### src/rtl/eth_pkg.sv
// Shared Ethernet/ARP types for the ARP cache: address types and the
// cache controller state encoding.
package eth_pkg;

   typedef logic [31:0] ip_addr_t;
   typedef logic [47:0] mac_addr_t;

   typedef enum logic [2:0] {
      IDLE       = 3'd0,
      LEARN_SCAN = 3'd1,
      LEARN_WR   = 3'd2,
      LKP_SCAN   = 3'd3,
      RESP       = 3'd4
   } arp_cache_state_t;

endpackage

### src/rtl/arp_cache_multi.sv
// ARP cache: DEPTH entries of {valid, ip, mac[, age]} held in flop arrays.
// Learn and lookup requests are served by a sequential scan of one entry per
// cycle. Build option ARP_CACHE_AGING_EN adds per-entry age counters, expiry at
// AGE_MAX and oldest-entry victim selection; without it the victim is a
// round-robin pointer and entries never expire.
//
// Handshakes: a transfer happens on the rising edge where valid and ready are
// both high. learn_ready/lkp_ready depend only on FSM state, flush, areset and
// (for lkp_ready) learn_valid. rsp_valid stays high with rsp_hit/rsp_mac stable
// until the edge where rsp_ready is also high.
module arp_cache_multi
   import eth_pkg::*;
#(
   parameter int DEPTH   = 4,
   parameter int AGE_MAX = 255
) (
   input  logic                         aclk,
   input  logic                         areset,
   input  logic                         learn_valid,
   output logic                         learn_ready,
   input  logic [31:0]                  learn_ip,
   input  logic [47:0]                  learn_mac,
   input  logic                         lkp_valid,
   output logic                         lkp_ready,
   input  logic [31:0]                  lkp_ip,
   output logic                         rsp_valid,
   input  logic                         rsp_ready,
   output logic                         rsp_hit,
   output logic [47:0]                  rsp_mac,
   output logic                         arp_rq_start,
   output logic [31:0]                  arp_rq_ip,
   input  logic                         age_tick,
   input  logic                         flush,
   output logic [$clog2(DEPTH+1)-1:0]   entry_count,
   output logic [2:0]                   fsm_state
);

   localparam int IDX_W = $clog2(DEPTH);
   localparam int CNT_W = $clog2(DEPTH+1);
   localparam logic [IDX_W-1:0] LAST_IDX = IDX_W'(DEPTH-1);

   // Entry storage
   logic [DEPTH-1:0] valid_q;
   ip_addr_t         ip_q  [DEPTH];
   mac_addr_t        mac_q [DEPTH];

`ifdef ARP_CACHE_AGING_EN
   localparam int AGE_W = $clog2(AGE_MAX+1);
   logic [AGE_W-1:0] age_q [DEPTH];
   logic [AGE_W-1:0] vic_age;
   logic [IDX_W-1:0] vic_idx;
   logic [AGE_W-1:0] nxt_vic_age;
   logic [IDX_W-1:0] nxt_vic_idx;
`else
   logic [IDX_W-1:0] rr_ptr;
   logic             unused_cfg;
   assign unused_cfg = age_tick ^ (AGE_MAX == 0);
`endif

   // Controller registers
   arp_cache_state_t state;
   logic [IDX_W-1:0] idx;
   ip_addr_t         req_ip;
   mac_addr_t        req_mac;
   logic             match_found;
   logic [IDX_W-1:0] match_idx;
   logic             free_found;
   logic [IDX_W-1:0] free_idx;

   // Scan step results and write control
   logic             cur_valid;
   logic             cur_match;
   logic             nxt_match_found;
   logic [IDX_W-1:0] nxt_match_idx;
   logic             nxt_free_found;
   logic [IDX_W-1:0] nxt_free_idx;
   logic             use_victim;
   logic [IDX_W-1:0] victim_idx;
   logic [IDX_W-1:0] wr_idx;
   logic             wr_en;
   logic             learn_fire;
   logic             lkp_fire;
   logic [CNT_W-1:0] valid_cnt;

   assign learn_ready = (state == IDLE) && !flush && !areset;
   assign lkp_ready   = learn_ready && !learn_valid;
   assign learn_fire  = learn_valid && learn_ready;
   assign lkp_fire    = lkp_valid && lkp_ready;
   assign fsm_state   = state;

   // Fold the entry under the scan index into the running scan results
   always_comb begin
      cur_valid       = valid_q[idx];
      cur_match       = cur_valid && (ip_q[idx] == req_ip);
      nxt_match_found = match_found || cur_match;
      nxt_match_idx   = (!match_found && cur_match) ? idx : match_idx;
      nxt_free_found  = free_found || !cur_valid;
      nxt_free_idx    = (!free_found && !cur_valid) ? idx : free_idx;
`ifdef ARP_CACHE_AGING_EN
      nxt_vic_idx     = vic_idx;
      nxt_vic_age     = vic_age;
      // Strict greater-than keeps the lowest index on equal ages
      if ((idx == '0) || (age_q[idx] > vic_age)) begin
         nxt_vic_idx = idx;
         nxt_vic_age = age_q[idx];
      end
`endif
   end

   // Pick the learn target: existing IP, else first free slot, else victim
   always_comb begin
`ifdef ARP_CACHE_AGING_EN
      victim_idx = vic_idx;
`else
      victim_idx = rr_ptr;
`endif
      use_victim = !match_found && !free_found;
      if (match_found)     wr_idx = match_idx;
      else if (free_found) wr_idx = free_idx;
      else                 wr_idx = victim_idx;
      wr_en = (state == LEARN_WR) && !flush && (req_ip != '0);
   end

   // Count valid entries for the registered occupancy output
   always_comb begin
      valid_cnt = '0;
      for (int i = 0; i < DEPTH; i++) begin
         valid_cnt = valid_cnt + CNT_W'(valid_q[i]);
      end
   end

   // Controller FSM with registered response and ARP-request outputs
   always_ff @(posedge aclk) begin
      if (areset) begin
         state        <= IDLE;
         idx          <= '0;
         req_ip       <= '0;
         req_mac      <= '0;
         match_found  <= 1'b0;
         match_idx    <= '0;
         free_found   <= 1'b0;
         free_idx     <= '0;
         rsp_valid    <= 1'b0;
         rsp_hit      <= 1'b0;
         rsp_mac      <= '0;
         arp_rq_start <= 1'b0;
         arp_rq_ip    <= '0;
`ifdef ARP_CACHE_AGING_EN
         vic_idx      <= '0;
         vic_age      <= '0;
`else
         rr_ptr       <= '0;
`endif
      end else begin
         arp_rq_start <= 1'b0;
         if (flush) begin
            // Abandon any request: no write, no response, no ARP request
            state     <= IDLE;
            idx       <= '0;
            rsp_valid <= 1'b0;
         end else begin
            case (state)
               IDLE: begin
                  idx         <= '0;
                  match_found <= 1'b0;
                  free_found  <= 1'b0;
                  if (learn_fire) begin
                     req_ip  <= learn_ip;
                     req_mac <= learn_mac;
                     state   <= LEARN_SCAN;
                  end else if (lkp_fire) begin
                     req_ip  <= lkp_ip;
                     state   <= LKP_SCAN;
                  end
               end
               LEARN_SCAN: begin
                  match_found <= nxt_match_found;
                  match_idx   <= nxt_match_idx;
                  free_found  <= nxt_free_found;
                  free_idx    <= nxt_free_idx;
`ifdef ARP_CACHE_AGING_EN
                  vic_idx     <= nxt_vic_idx;
                  vic_age     <= nxt_vic_age;
`endif
                  idx <= idx + 1'b1;
                  if (idx == LAST_IDX) state <= LEARN_WR;
               end
               LEARN_WR: begin
`ifndef ARP_CACHE_AGING_EN
                  if (wr_en && use_victim) rr_ptr <= rr_ptr + 1'b1;
`endif
                  state <= IDLE;
               end
               LKP_SCAN: begin
                  match_found <= nxt_match_found;
                  match_idx   <= nxt_match_idx;
                  idx         <= idx + 1'b1;
                  if (idx == LAST_IDX) begin
                     state     <= RESP;
                     rsp_valid <= 1'b1;
                     rsp_hit   <= nxt_match_found;
                     rsp_mac   <= nxt_match_found ? mac_q[nxt_match_idx] : '0;
                     if (!nxt_match_found) begin
                        arp_rq_start <= 1'b1;
                        arp_rq_ip    <= req_ip;
                     end
                  end
               end
               RESP: begin
                  if (rsp_ready) begin
                     rsp_valid <= 1'b0;
                     state     <= IDLE;
                  end
               end
               default: state <= IDLE;
            endcase
         end
      end
   end

   // Entry array: flush, aging and the learn write (write wins over aging)
   always_ff @(posedge aclk) begin
      if (areset) begin
         valid_q <= '0;
         for (int i = 0; i < DEPTH; i++) begin
            ip_q[i]  <= '0;
            mac_q[i] <= '0;
`ifdef ARP_CACHE_AGING_EN
            age_q[i] <= '0;
`endif
         end
      end else if (flush) begin
         valid_q <= '0;
      end else begin
`ifdef ARP_CACHE_AGING_EN
         if (age_tick) begin
            for (int i = 0; i < DEPTH; i++) begin
               if (valid_q[i]) begin
                  if (age_q[i] == AGE_W'(AGE_MAX)) valid_q[i] <= 1'b0;
                  else                             age_q[i] <= age_q[i] + 1'b1;
               end
            end
         end
`endif
         if (wr_en) begin
            valid_q[wr_idx] <= 1'b1;
            ip_q[wr_idx]    <= req_ip;
            mac_q[wr_idx]   <= req_mac;
`ifdef ARP_CACHE_AGING_EN
            age_q[wr_idx]   <= '0;
`endif
         end
      end
   end

   // Occupancy follows valid-bit changes by one cycle
   always_ff @(posedge aclk) begin
      if (areset) entry_count <= '0;
      else        entry_count <= valid_cnt;
   end

endmodule

### config.mk
export PLATFORM = sky130hd
export DESIGN_NAME = arp_cache_multi
export DESIGN_NICKNAME = d
export VERILOG_FILES = /design/src/rtl/eth_pkg.sv /design/src/rtl/arp_cache_multi.sv
export SDC_FILE = /design/constraint.sdc
export NUM_CORES = 1
export LEC_CHECK = 0
export BUFFER_PORTS_ARGS = -buffer_cell sky130_fd_sc_hd__buf_2
export CAP_MARGIN = 30
export CELL_PAD_IN_SITES_DETAIL_PLACEMENT = 1
export CELL_PAD_IN_SITES_GLOBAL_PLACEMENT = 1
export CORE_MARGIN = 2
export CORE_UTILIZATION = 43
export CTS_CLUSTER_DIAMETER = 120
export CTS_CLUSTER_SIZE = 10
export DETAILED_ROUTE_END_ITERATION = 6
export HOLD_SLACK_MARGIN = 0.08
export PLACE_DENSITY_LB_ADDON = 0.1
export REMOVE_ABC_BUFFERS = 1
export SYNTH_ARGS = -nofsm -noshare
export SYNTH_HDL_FRONTEND = slang
export SYNTH_SLANG_ARGS = --single-unit
### constraint.sdc
create_clock -name aclk -period 3.5 [get_ports aclk]
set_input_delay 1.05 -clock aclk [delete_from_list [all_inputs] [get_ports aclk]]
set_output_delay 1.05 -clock aclk [all_outputs]
set_load 0.05 [all_outputs]
==> out/summary.md, run 1 <==
The flow ran to the end, but the final reports show violations. The final reports fail on negative setup slack. Setup total negative slack on the finished layout was measured at -3.22 ns. Number of standard cells after synthesis: 1803. Measured along the y axis, the die boundary spans 228 µm.

For the total power after layout, the log shows 12.6 mW. The worst hold path belongs to the class reg2reg. The tree is rooted in a sky130_fd_sc_hd__clkbuf_16. Summed over all cells, the static leakage comes to 10.1 nW.

In this run the power density over the cells is 490 nW/µm². The total overflow left after global routing is 0. The number of cell rows came out at 81. sky130_fd_sc_hd__edfxtp_1 takes more of the synthesized area than any other cell. The first TritonRoute pass finished after 5 iterations.

Synthesis instantiated 53 different standard cells from the library. The final worst slack was -0.111 ns. The tools report the total wirelength of the detailed-routed design as 60700 µm. Summed over its instances, the top area cell type makes up 44.7% of the synthesized netlist area. The die covers 51800 µm².

The critical path in this run is classified as reg2reg. By area the synthesized netlist is led by sky130_fd_sc_hd__edfxtp_1 45%, sky130_fd_sc_hd__dfxtp_1 17%, sky130_fd_sc_hd__and2_1 8.8%. In the layout the commonest cells are 320 x sky130_fd_sc_hd__edfxtp_1, 301 x sky130_fd_sc_hd__and2_1, 207 x sky130_fd_sc_hd__buf_2. Clock-pin slew was measured on the worst setup and hold paths at 0.06 ns.

Relative slew slack: 37.8%. The startpoint of the lowest-slack hold path is rsp_mac[44]. The tools report the DRC marker count from the first detailed-route iteration as 824. The total count of max-transition violations in the final report was 0.

Data on the critical path arrives at its endpoint at 4.09 ns. Buffers placed on the I/O ports in this run total 208. The number of antenna diodes in the final layout is 0. The global-route wire length before repair was 93200 µm; the count of cells along the worst register-to-register path was 12.

The tools report the maximum number of pins on one net before global-route repair as 76. The tools report the number of antenna violations at the first check in global routing as 0. Detailed placement ended at an HPWL of 37400 µm. During synthesis, Yosys emitted a total of 0 warnings.

The final standard cell utilization of the core was 52.5%; the pin slew with the least headroom to its limit was 0.933 ns. The largest driver fanout on the critical path is 19, and the final antenna-violating net count is 0. Synthesis inferred 505 register bits. In this run the critical register-to-register path is captured at rsp_mac[33].

The clock reaches the later pin of the worst-skew pair after 0.61 ns. The run gives 43.8% as the initial core utilization. Based on the critical path, the design can be clocked at up to 277 MHz. VDD sags by at most 0.346 mV. Buffers inserted to repair hold after CTS numbered 0. The number of H-tree branching levels came out at 2.

The smallest clock period supported by the final layout is computed as 3.61 ns. Final estimated routing congestion in global placement: 0.795. The synthesized area divided by synthesized cell count was 11.9 µm²; the number of global-route vias before repair was 16000. The tools report the post-synth design cell area as 21500 µm². Summing over every cut layer, the via total after detailed routing is 14900. After floorplanning, the core was sized to cover 49200 µm². TritonCTS built the clock tree. After detailed placement, the design holds a cell count of 2635. In the final design database the tool counted 2159 nets. The nature of the critical path endpoint was a flop. Maximum number of buffers from clock root to sink: 3.

The logs give 0 for the count of maximum capacitance violations and 61.9% for the part of the Yosys area used for sequential elements. The tools report the critical path launch point type as a flop. Setup repair after global routing could not meet its margin everywhere. Post-place setup slack: -0.708 ns. The per-cell via count in the routed design came out at 5.41. The share of the clock period used by the worst path was 103%; the number of hold-slack violations in the final timing report was 0.

The growth of design area from synthesis to finish is 19.9%. Counting every sink on the clock net gives 505. The routed length per instance works out to 22.1 µm. The number of cells on the worst hold path works out to 1. Fraction of final layout cells with drive strength greater than 1: 23.1%.

The tools report the final worst clock skew as 0.0170 ns. The horizontal die dimension is 228 µm. The run gives -0.11 ns as the register-to-register setup slack. Leaving out fill and tap cells, the most frequent cell in the layout is sky130_fd_sc_hd__edfxtp_1.

Required time of the worst setup path: 3.98 ns. The tools report the worst min-delay path endpoint as rsp_mac[44]. Buffers inserted during clock tree synthesis total 56. In the global route stage, overall resource usage came out at 23.8%. The post-route DRC violation count is 0. The finished layout holds 2746 standard cells, fillers aside.

Setup violations remaining at the end of the flow were counted as 48. The number of top-level pins came out at 210.
synth_stat cells, drive strengths merged:
| cell | n |
|---|---|
| or4 | 3 |
| o41ai | 1 |
| mux2 | 51 |
| fa | 1 |
| a211oi | 5 |
| nand3 | 57 |
| nand2b | 4 |
| xor2 | 5 |
| inv | 17 |
| and3 | 1 |
| a311oi | 33 |
| nor2 | 107 |
| o2bb2ai | 2 |
| or3 | 2 |
| a2bb2oi | 2 |
| mux2i | 58 |
| nor2b | 8 |
| a221o | 48 |
| o22ai | 3 |
| a311o | 1 |
| and3b | 1 |
| o21bai | 1 |
| and2 | 302 |
| nand4 | 9 |
| edfxtp | 320 |
| nor4 | 15 |
| ha | 3 |
| and4 | 2 |
| a22oi | 1 |
| nor3 | 21 |
| a31oi | 2 |
| o21ai | 54 |
| nand2 | 177 |
| a21oi | 108 |
| o211ai | 2 |
| o21a | 2 |
| xnor2 | 19 |
| buf | 23 |
| clkbuf | 114 |
| dfxtp | 185 |
| or2 | 5 |
| a2111oi | 1 |
| a222oi | 1 |
| mux4 | 26 |
layout make-up:
class	instances	area [µm²]
Fill cell	5145	23400
Sequential cell	505	13300
Multi-Input combinational cell	1144	7710
Timing Repair Buffer	312	2240
Clock buffer	102	1600
Tap cell	664	831
Inverter	17	63.8
Clock inverter	2	27.5
worst max-delay path, stage by stage (launching register included):
cell                      delay [ns]
sky130_fd_sc_hd__dfxtp_4        0.43
sky130_fd_sc_hd__buf_6          0.15
sky130_fd_sc_hd__mux4_2         0.56
sky130_fd_sc_hd__xnor2_2        0.18
sky130_fd_sc_hd__nand4_1        0.13
sky130_fd_sc_hd__or4_4          0.44
sky130_fd_sc_hd__nor4_4         0.35
sky130_fd_sc_hd__and3_4         0.27
sky130_fd_sc_hd__nor2_4         0.04
sky130_fd_sc_hd__buf_12         0.14
sky130_fd_sc_hd__buf_12         0.16
sky130_fd_sc_hd__mux2_4         0.30
sky130_fd_sc_hd__a221o_1        0.31
metal layers:
layer / GRT usage [%] / wire, µm / vias to the layer above
li1: - / - / 6919
met1: 29.6 / 25600 / 7535
met2: 42.7 / 31200 / 308
met3: 3.48 / 2230 / 103
met4: 7.61 / 1690 / 0
met5: 0 / 0 / -
state kept, by name, summed over array words and instances (netlist names), named ones only:
signal and cells:
mac_q 192, ip_q 128, req_mac 48, rsp_mac 48, arp_rq_ip 32, req_ip 32, valid_q 4, entry_count 3
fsm_state 3, free_idx 2, idx 2, match_idx 2, rr_ptr 2, arp_rq_start 1, free_found 1, match_found 1
rsp_hit 1, rsp_valid 1
cell families after synthesis:
kind of cell,after synthesis,share of synthesized area (%)
AO/OA/AOI/OAI,267,8.21
XOR/XNOR,24,1.05
adder cells (fa/ha/maj),4,0.268
buffers and inverters,154,2.93
flip-flops,505,61.9
multiplexers,135,8.46
AND/OR/NAND/NOR,714,17.2
worst max-delay path by stage:
stage	startpoint	endpoint	slack, ns	cells after the start
2_1_floorplan	flop	rsp_mac[0]	-2.43	9
3_3_place_gp	flop	rsp_mac[27]	-0.60	12
3_5_place_dp	flop	rsp_mac[15]	-0.71	12
4_1_cts	flop	rsp_mac[18]	-0.07	12
5_1_grt	flop	rsp_mac[6]	-0.22	13
6_report	flop	rsp_mac[33]	-0.11	12
metrics by stage:
step                cell area, µm²  hold WS, ns
finish                       25800        0.478
global route                 25800        0.494
CTS                          25700        0.483
detailed placement           24000        0.469
global placement             24000        0.463
floorplan                    20900        0.443
power by group:
group / internal (mW) / switching (mW)
clock network: 3.05 / 2.31
logic: 0.265 / 0.395
registers: 6.49 / 0.127
timing repair:
action	in CTS	in global routing
hold endpoints to repair	0	0
gates cloned	0	1
endpoints found under the setup margin	85	75
gates resized for setup	12	8
buffers inserted	5	1
pin swaps	1	11
Power figures use the tool's default switching activity.
==> run 2: changes to the inputs <==
BUFFER_PORTS_ARGS = -buffer_cell sky130_fd_sc_hd__buf_4   (was -buffer_cell sky130_fd_sc_hd__buf_2)
REMOVE_ABC_BUFFERS = unset   (was 1)
==> out/summary.md, run 2 (synthesis gave the netlist of run 1 again) <==
The largest registers in the layout are mac_q (192), ip_q (128). The cell area power density came out at 482 nW/µm² (-1.7%). The checks that failed: negative setup slack. The number of flip-flops in the largest register was 192 (unchanged). Setup repair after global routing could not meet its margin everywhere.

Register bank with the most flops: mac_q. The global-route wire length before repair is 95200 µm (+2.2%), and the number of vias after detailed routing is 15100 (+1.8%). The leakage power came out at 10.3 nW (+1.3%). The tools report the largest vdd supply drop as 0.324 mV (-6.4%). The library cells used most frequently in the layout, excluding fill and tap cells, are 320 x sky130_fd_sc_hd__edfxtp_1, 301 x sky130_fd_sc_hd__and2_1, 276 x sky130_fd_sc_hd__buf_4.

The number of top-level pins was 210 (unchanged). The total iterations of the first detailed-routing run is 5 (unchanged), and the pin slew with the least headroom to its limit is 0.926 ns (-0.00668 ns). The total clock sinks was 505 (unchanged); the core area was 49200 µm² (unchanged). Routed length per instance: 22.8 µm (+3.2%).

STA classifies the critical path startpoint as a flop. The tightest min-delay check is of the reg2reg type. The nature of the critical path endpoint is a flop. The run gives 3.99 ns (about the same) as the required time of the worst setup path.

The tools report the relative slew slack as 38.3% (+0.45 points). For the remaining global-route overflow, the log shows 0 (unchanged). The logs give 56 (unchanged) for the number of buffers inserted during clock tree synthesis and 0 (unchanged) for the total count of max-transition violations in the final report. The setup TNS was -2.88 ns (+0.344 ns); the final setup violation count was 47 (-2.1%). The met1 global-route usage was 31.9% (+2.3 points). The share of the clock period used by the worst path works out to 103% (-0.29 points). TritonCTS built the clock tree. Total power after layout: 12.7 mW (+0.56%). The post-route DRC violation count is 0 (unchanged), and the number of H-tree branching levels is 2 (unchanged). The horizontal die dimension came out at 228 µm (unchanged). The number of hold-slack violations in the final timing report came out at 0 (unchanged). Leaving out fill and tap cells, the most frequent cell in the layout is sky130_fd_sc_hd__edfxtp_1. The data arrival time of the worst path was 4.09 ns (about the same); the clock network latency to the later pin of the worst-skew pair was 0.61 ns (about the same). The logs give 24.4% (+0.56 points) for the combined global-route utilization of all metal layers and 42.3% (-0.40 points) for the met2 global-route usage.

The die extent in y came out at 228 µm (unchanged). The final worst slack is -0.101 ns (+0.0103 ns). For the met3 usage in global routing, the log shows 3.79% (+0.31 points).

The number of global-route vias before repair is 16200 (+1.0%), and the final worst clock skew is 0.0204 ns (+0.00335 ns). The type of the worst setup path was reg2reg. The area enclosed by the die boundary is 51800 µm² (unchanged), and the maximum number of buffers from clock root to sink is 3 (unchanged).

The number of nets in the synthesized netlist is 1926. Compared with the post-synthesis result, the final layout area differs by 22.7%. The run gives 81 (unchanged) as the number of cell rows.

The run gives 0 (unchanged) as the count of maximum capacitance violations. The maximum number of pins on one net before global-route repair was 132 (+74%); the count of input and output buffers was 208 (unchanged). The DRC marker count from the first detailed-route iteration came out at 1023 (+24%).

The run gives 278 MHz (+0.29%) as the fmax. The per-cell via count in the routed design is 5.50 (+1.7%). The logs give 1 (+1) for the number of antenna violations at the first check in global routing and 2161 (+0.093%) for the total number of nets in the final design. The largest driver fanout on the critical path came out at 7 (-12). The initial core utilization is 43.8% (unchanged), and the placed wire-length estimate after detailed placement is 38200 µm (+2.2%). The flow ran to the end, but the final reports show violations. The post-layout minimum cycle time is 3.60 ns (-0.0103 ns), and the clock transition at the register clock pins on the worst setup and hold paths after CTS is 0.06 ns (about the same).

In this run the clock root is driven by a sky130_fd_sc_hd__clkbuf_16. Fraction of final layout cells with drive strength greater than 1: 23.4% (+0.31 points). The layer with the highest usage is met2. The final estimated routing congestion in global placement came out at 0.799 (+0.45%).

The final antenna-violating net count is 0 (unchanged), and the total wirelength of the detailed-routed design is 62700 µm (+3.3%).
run 2: what timing repair did:
item                                    4_1_cts  5_1_grt
gates cloned                                  1        0
pin swaps                                    11       28
endpoints found under the setup margin       47       74
setup buffers                                 2        3
hold buffers                                  0        0
resized for setup                            10       11
run 2: where the power goes:
| part | internal [mW] | leakage, nW | switching (mW) |
|---|---|---|---|
| Clock | 3.04 | 0.764 | 2.33 |
| Sequential | 6.49 | 4.81 | 0.119 |
| Combinational | 0.315 | 4.69 | 0.413 |
| Total | 9.84 | 10.3 | 2.86 |
run 2: path summary, 6_finish.rpt:
path / from / end / slack, ns / cells past startpoint
worst max-delay path: flop / rsp_mac[43] / -0.10 / 12
worst max register to register: flop / rsp_mac[43] / -0.10 / 12
worst min register to register: req_mac[47] / req_mac[47] / 0.48 / 2
worst min-delay path: req_mac[47] / req_mac[47] / 0.48 / 2
run 2: cell type report:
| type | count | area (µm²) |
|---|---|---|
| diodes | 1 | 2.50 |
| multi-input cells | 1144 | 7750 |
| fillers | 5096 | 22800 |
| repair buffers | 314 | 2800 |
| inverters | 17 | 63.8 |
| well taps | 664 | 831 |
| flip-flops and latches | 505 | 13300 |
| clock inverters | 3 | 25.0 |
| clock buffers | 101 | 1590 |
run 2: stage by stage:
stage / worst slack (ns) / hold slack [ns] / util [%] / instance area (µm²) / instances
3_5_place_dp: -0.169 / 0.475 / 50.1 / 24600 / 2639
4_1_cts: -0.110 / 0.484 / 53.5 / 26300 / 2746
2_1_floorplan: -0.114 / 0.449 / - / 21500 / 1803
6_report: -0.101 / 0.480 / 53.7 / 26400 / 2749
5_1_grt: -0.177 / 0.504 / 53.7 / 26400 / 2749
3_3_place_gp: -0.129 / 0.467 / 50.1 / 24600 / 2639
run 2: per-layer routing:
metal | vias up | routed length, µm
met1 | 7773 | 27400
li1 | 6945 | -
met3 | 86 | 2750
met2 | 326 | 31300
met4 | 0 | 1330
met5 | - | 0
run 2: critical path, stage by stage (launching register included):
cell	delay (ns)
sky130_fd_sc_hd__dfxtp_4	0.36
sky130_fd_sc_hd__buf_8	0.13
sky130_fd_sc_hd__mux4_2	0.53
sky130_fd_sc_hd__xnor2_2	0.20
sky130_fd_sc_hd__nand2_1	0.10
sky130_fd_sc_hd__or4_4	0.56
sky130_fd_sc_hd__nor4_4	0.36
sky130_fd_sc_hd__and3_4	0.27
sky130_fd_sc_hd__nor2_4	0.04
sky130_fd_sc_hd__buf_12	0.15
sky130_fd_sc_hd__buf_6	0.15
sky130_fd_sc_hd__mux2_4	0.30
sky130_fd_sc_hd__a221o_1	0.31
==> run 3: changes to the inputs <==
ABC_CLOCK_PERIOD_IN_PS = 3500   (was unset)
RECOVER_POWER = 25   (was unset)
==> out/summary.md, run 3 (synthesis gave the netlist of run 1 again) <==
The maximum number of pins on one net before global-route repair came out at 132 (unchanged). The clock network latency to the later pin of the worst-skew pair is 0.61 ns (about the same), and the post-detailed-placement cell area is 24600 µm² (unchanged). Final worst slack: -0.103 ns (-0.00144 ns).

The area growth from synthesis to layout is 20.7%. For the global-route wire length before repair, the log shows 95200 µm (unchanged). TritonCTS built the clock tree.

The required time of the worst setup path was 3.99 ns (about the same); the number of vias after detailed routing was 15100 (+0.13%). For the initial core utilization, the log shows 43.8% (unchanged). In the layout the commonest cells are 320 x sky130_fd_sc_hd__edfxtp_1, 300 x sky130_fd_sc_hd__and2_1, 183 x sky130_fd_sc_hd__dfxtp_1.

The per-cell via count in the routed design is 5.51 (+0.13%). The post-layout minimum cycle time was 3.60 ns (+0.00144 ns); the number of H-tree branching levels was 2 (unchanged). The die extent in y came out at 228 µm (unchanged).

The critical path launch point type was a flop. The logs give 0 (unchanged) for the post-route DRC violation count and 9.83 nW (-4.1%) for the leakage power. The total number of nets in the final design is 2161 (unchanged). The cell area power density is 489 nW/µm² (+1.6%). The worst setup path is of the reg2reg kind. The count of input and output buffers came out at 208 (unchanged).

Count of maximum capacitance violations: 1 (+1). The checks that failed: max-capacitance violations, max-slew violations, negative setup slack. The largest driver fanout on the critical path is 7 (unchanged), and the final estimated routing congestion in global placement is 0.799 (unchanged). Design area: 26000 µm² (-1.6%).

The fmax was 278 MHz (about the same); the final worst clock skew was 0.0225 ns (+0.00216 ns). Setup repair after global routing could not meet its margin everywhere. The data arrival time of the worst path was 4.09 ns (about the same). The number of buffers inserted during clock tree synthesis was 56 (unchanged); the clock transition at the register clock pins on the worst setup and hold paths after CTS was 0.06 ns (about the same). The setup TNS was -3.08 ns (-0.201 ns); the post-synth net total was 1926 (unchanged).

The run gives 38200 µm (unchanged) as the placed wire-length estimate after detailed placement. The area enclosed by the die boundary is 51800 µm² (unchanged), and the relative slew slack is -0.549% (-39 points). The run gives 965 (-5.7%) as the DRC marker count from the first detailed-route iteration. The run gives 16200 (unchanged) as the number of global-route vias before repair.

The remaining global-route overflow is 0 (unchanged). The tightest min-delay check is of the reg2reg type. The fraction of final layout cells with drive strength greater than 1 works out to 18.6% (-4.8 points).

Number of cell rows: 81 (unchanged). For the number of antenna violations at the first check in global routing, the log shows 1 (unchanged). The total iterations of the first detailed-routing run was 5 (unchanged).

Leaving out fill and tap cells, the most frequent cell in the layout is sky130_fd_sc_hd__edfxtp_1. The maximum number of buffers from clock root to sink is 3 (unchanged). The run gives -0.169 ns (unchanged) as the post-place setup slack. Share of the clock period used by the worst path: 103% (about the same).

In the final layout, the registers with the most flip-flops are mac_q (192), ip_q (128). The total clock sinks is 505 (unchanged), and the number of flip-flops in the largest register is 192 (unchanged). The tools report the largest vdd supply drop as 0.323 mV (-0.39%). The combined global-route utilization of all metal layers is 24.4% (unchanged), and the core area is 49200 µm² (unchanged). The register bank with the most flops is mac_q. The number of top-level pins is 210 (unchanged).

The run finished, with violations left. CTS placed an instance of sky130_fd_sc_hd__clkbuf_16 at the clock tree root. The logs give 0 (unchanged) for the number of hold-slack violations in the final timing report and 62600 µm (-0.19%) for the total wirelength of the detailed-routed design. The total count of max-transition violations in the final report was 29 (+29).

The horizontal die dimension is 228 µm (unchanged). The pin slew with the least headroom to its limit was 1.51 ns (+0.580 ns). STA classifies the critical path endpoint as a flop. The logs give 47 (unchanged) for the final setup violation count and 0 (unchanged) for the final antenna-violating net count. The routed length per instance is 22.8 µm (-0.19%).
==> run 3: per-stage QoR <==
step	total power [mW]	instances	util, %	hold slack (ns)
floorplan	7.05	1803	-	0.449
global route	13.1	2749	52.8	0.502
CTS	12.8	2746	53.5	0.484
finish	12.7	2749	52.8	0.481
detailed placement	7.45	2639	50.1	0.475
global placement	7.42	2639	50.1	0.467
==> run 3: worst max-delay path, stage by stage, from the launching register on <==
cell                      delay (ns)
sky130_fd_sc_hd__dfxtp_4        0.36
sky130_fd_sc_hd__buf_8          0.13
sky130_fd_sc_hd__mux4_2         0.53
sky130_fd_sc_hd__xnor2_2        0.21
sky130_fd_sc_hd__nand2_1        0.10
sky130_fd_sc_hd__or4_4          0.56
sky130_fd_sc_hd__nor4_4         0.36
sky130_fd_sc_hd__and3_4         0.27
sky130_fd_sc_hd__nor2_4         0.04
sky130_fd_sc_hd__buf_12         0.15
sky130_fd_sc_hd__buf_6          0.15
sky130_fd_sc_hd__mux2_4         0.30
sky130_fd_sc_hd__a221o_1        0.31
==> run 3: layout make-up <==
| class | instances | area (µm²) |
|---|---|---|
| diodes | 1 | 2.50 |
| clock buffers | 101 | 1590 |
| clock inverters | 3 | 25.0 |
| fillers | 5163 | 23200 |
| inverters | 17 | 63.8 |
| multi-input cells | 1144 | 7720 |
| flip-flops and latches | 505 | 13300 |
| well taps | 664 | 831 |
| repair buffers | 314 | 2410 |
==> run 3: report_power, final <==
group          internal (mW)  switching, mW
sequential              6.49          0.118
clock                   3.04           2.34
combinational          0.304          0.412
==> run 3: repair_timing <==
item | CTS | global route
buffers inserted | 2 | 3
cloned | 1 | 0
gates resized for setup | 10 | 11
hold buffers | 0 | 0
setup endpoints to repair | 47 | 74
pin swaps | 11 | 28
==> run 3: layer usage <==
metal,vias up,track usage (%),share of wire (%)
li1,6937,-,-
met4,0,6.47,2.1
met5,-,0,0
met2,343,42.3,50
met1,7784,31.9,44
met3,85,3.79,4.5
==> run 3: final timing paths <==
check                                 start          end  slack, ns  depth (start not counted)
worst min register to register  rsp_mac[39]  rsp_mac[39]       0.48                          1
worst min-delay path            rsp_mac[39]  rsp_mac[39]       0.48                          1
worst max register to register         flop  rsp_mac[43]      -0.10                         12
worst max-delay path                   flop  rsp_mac[43]      -0.10                         12
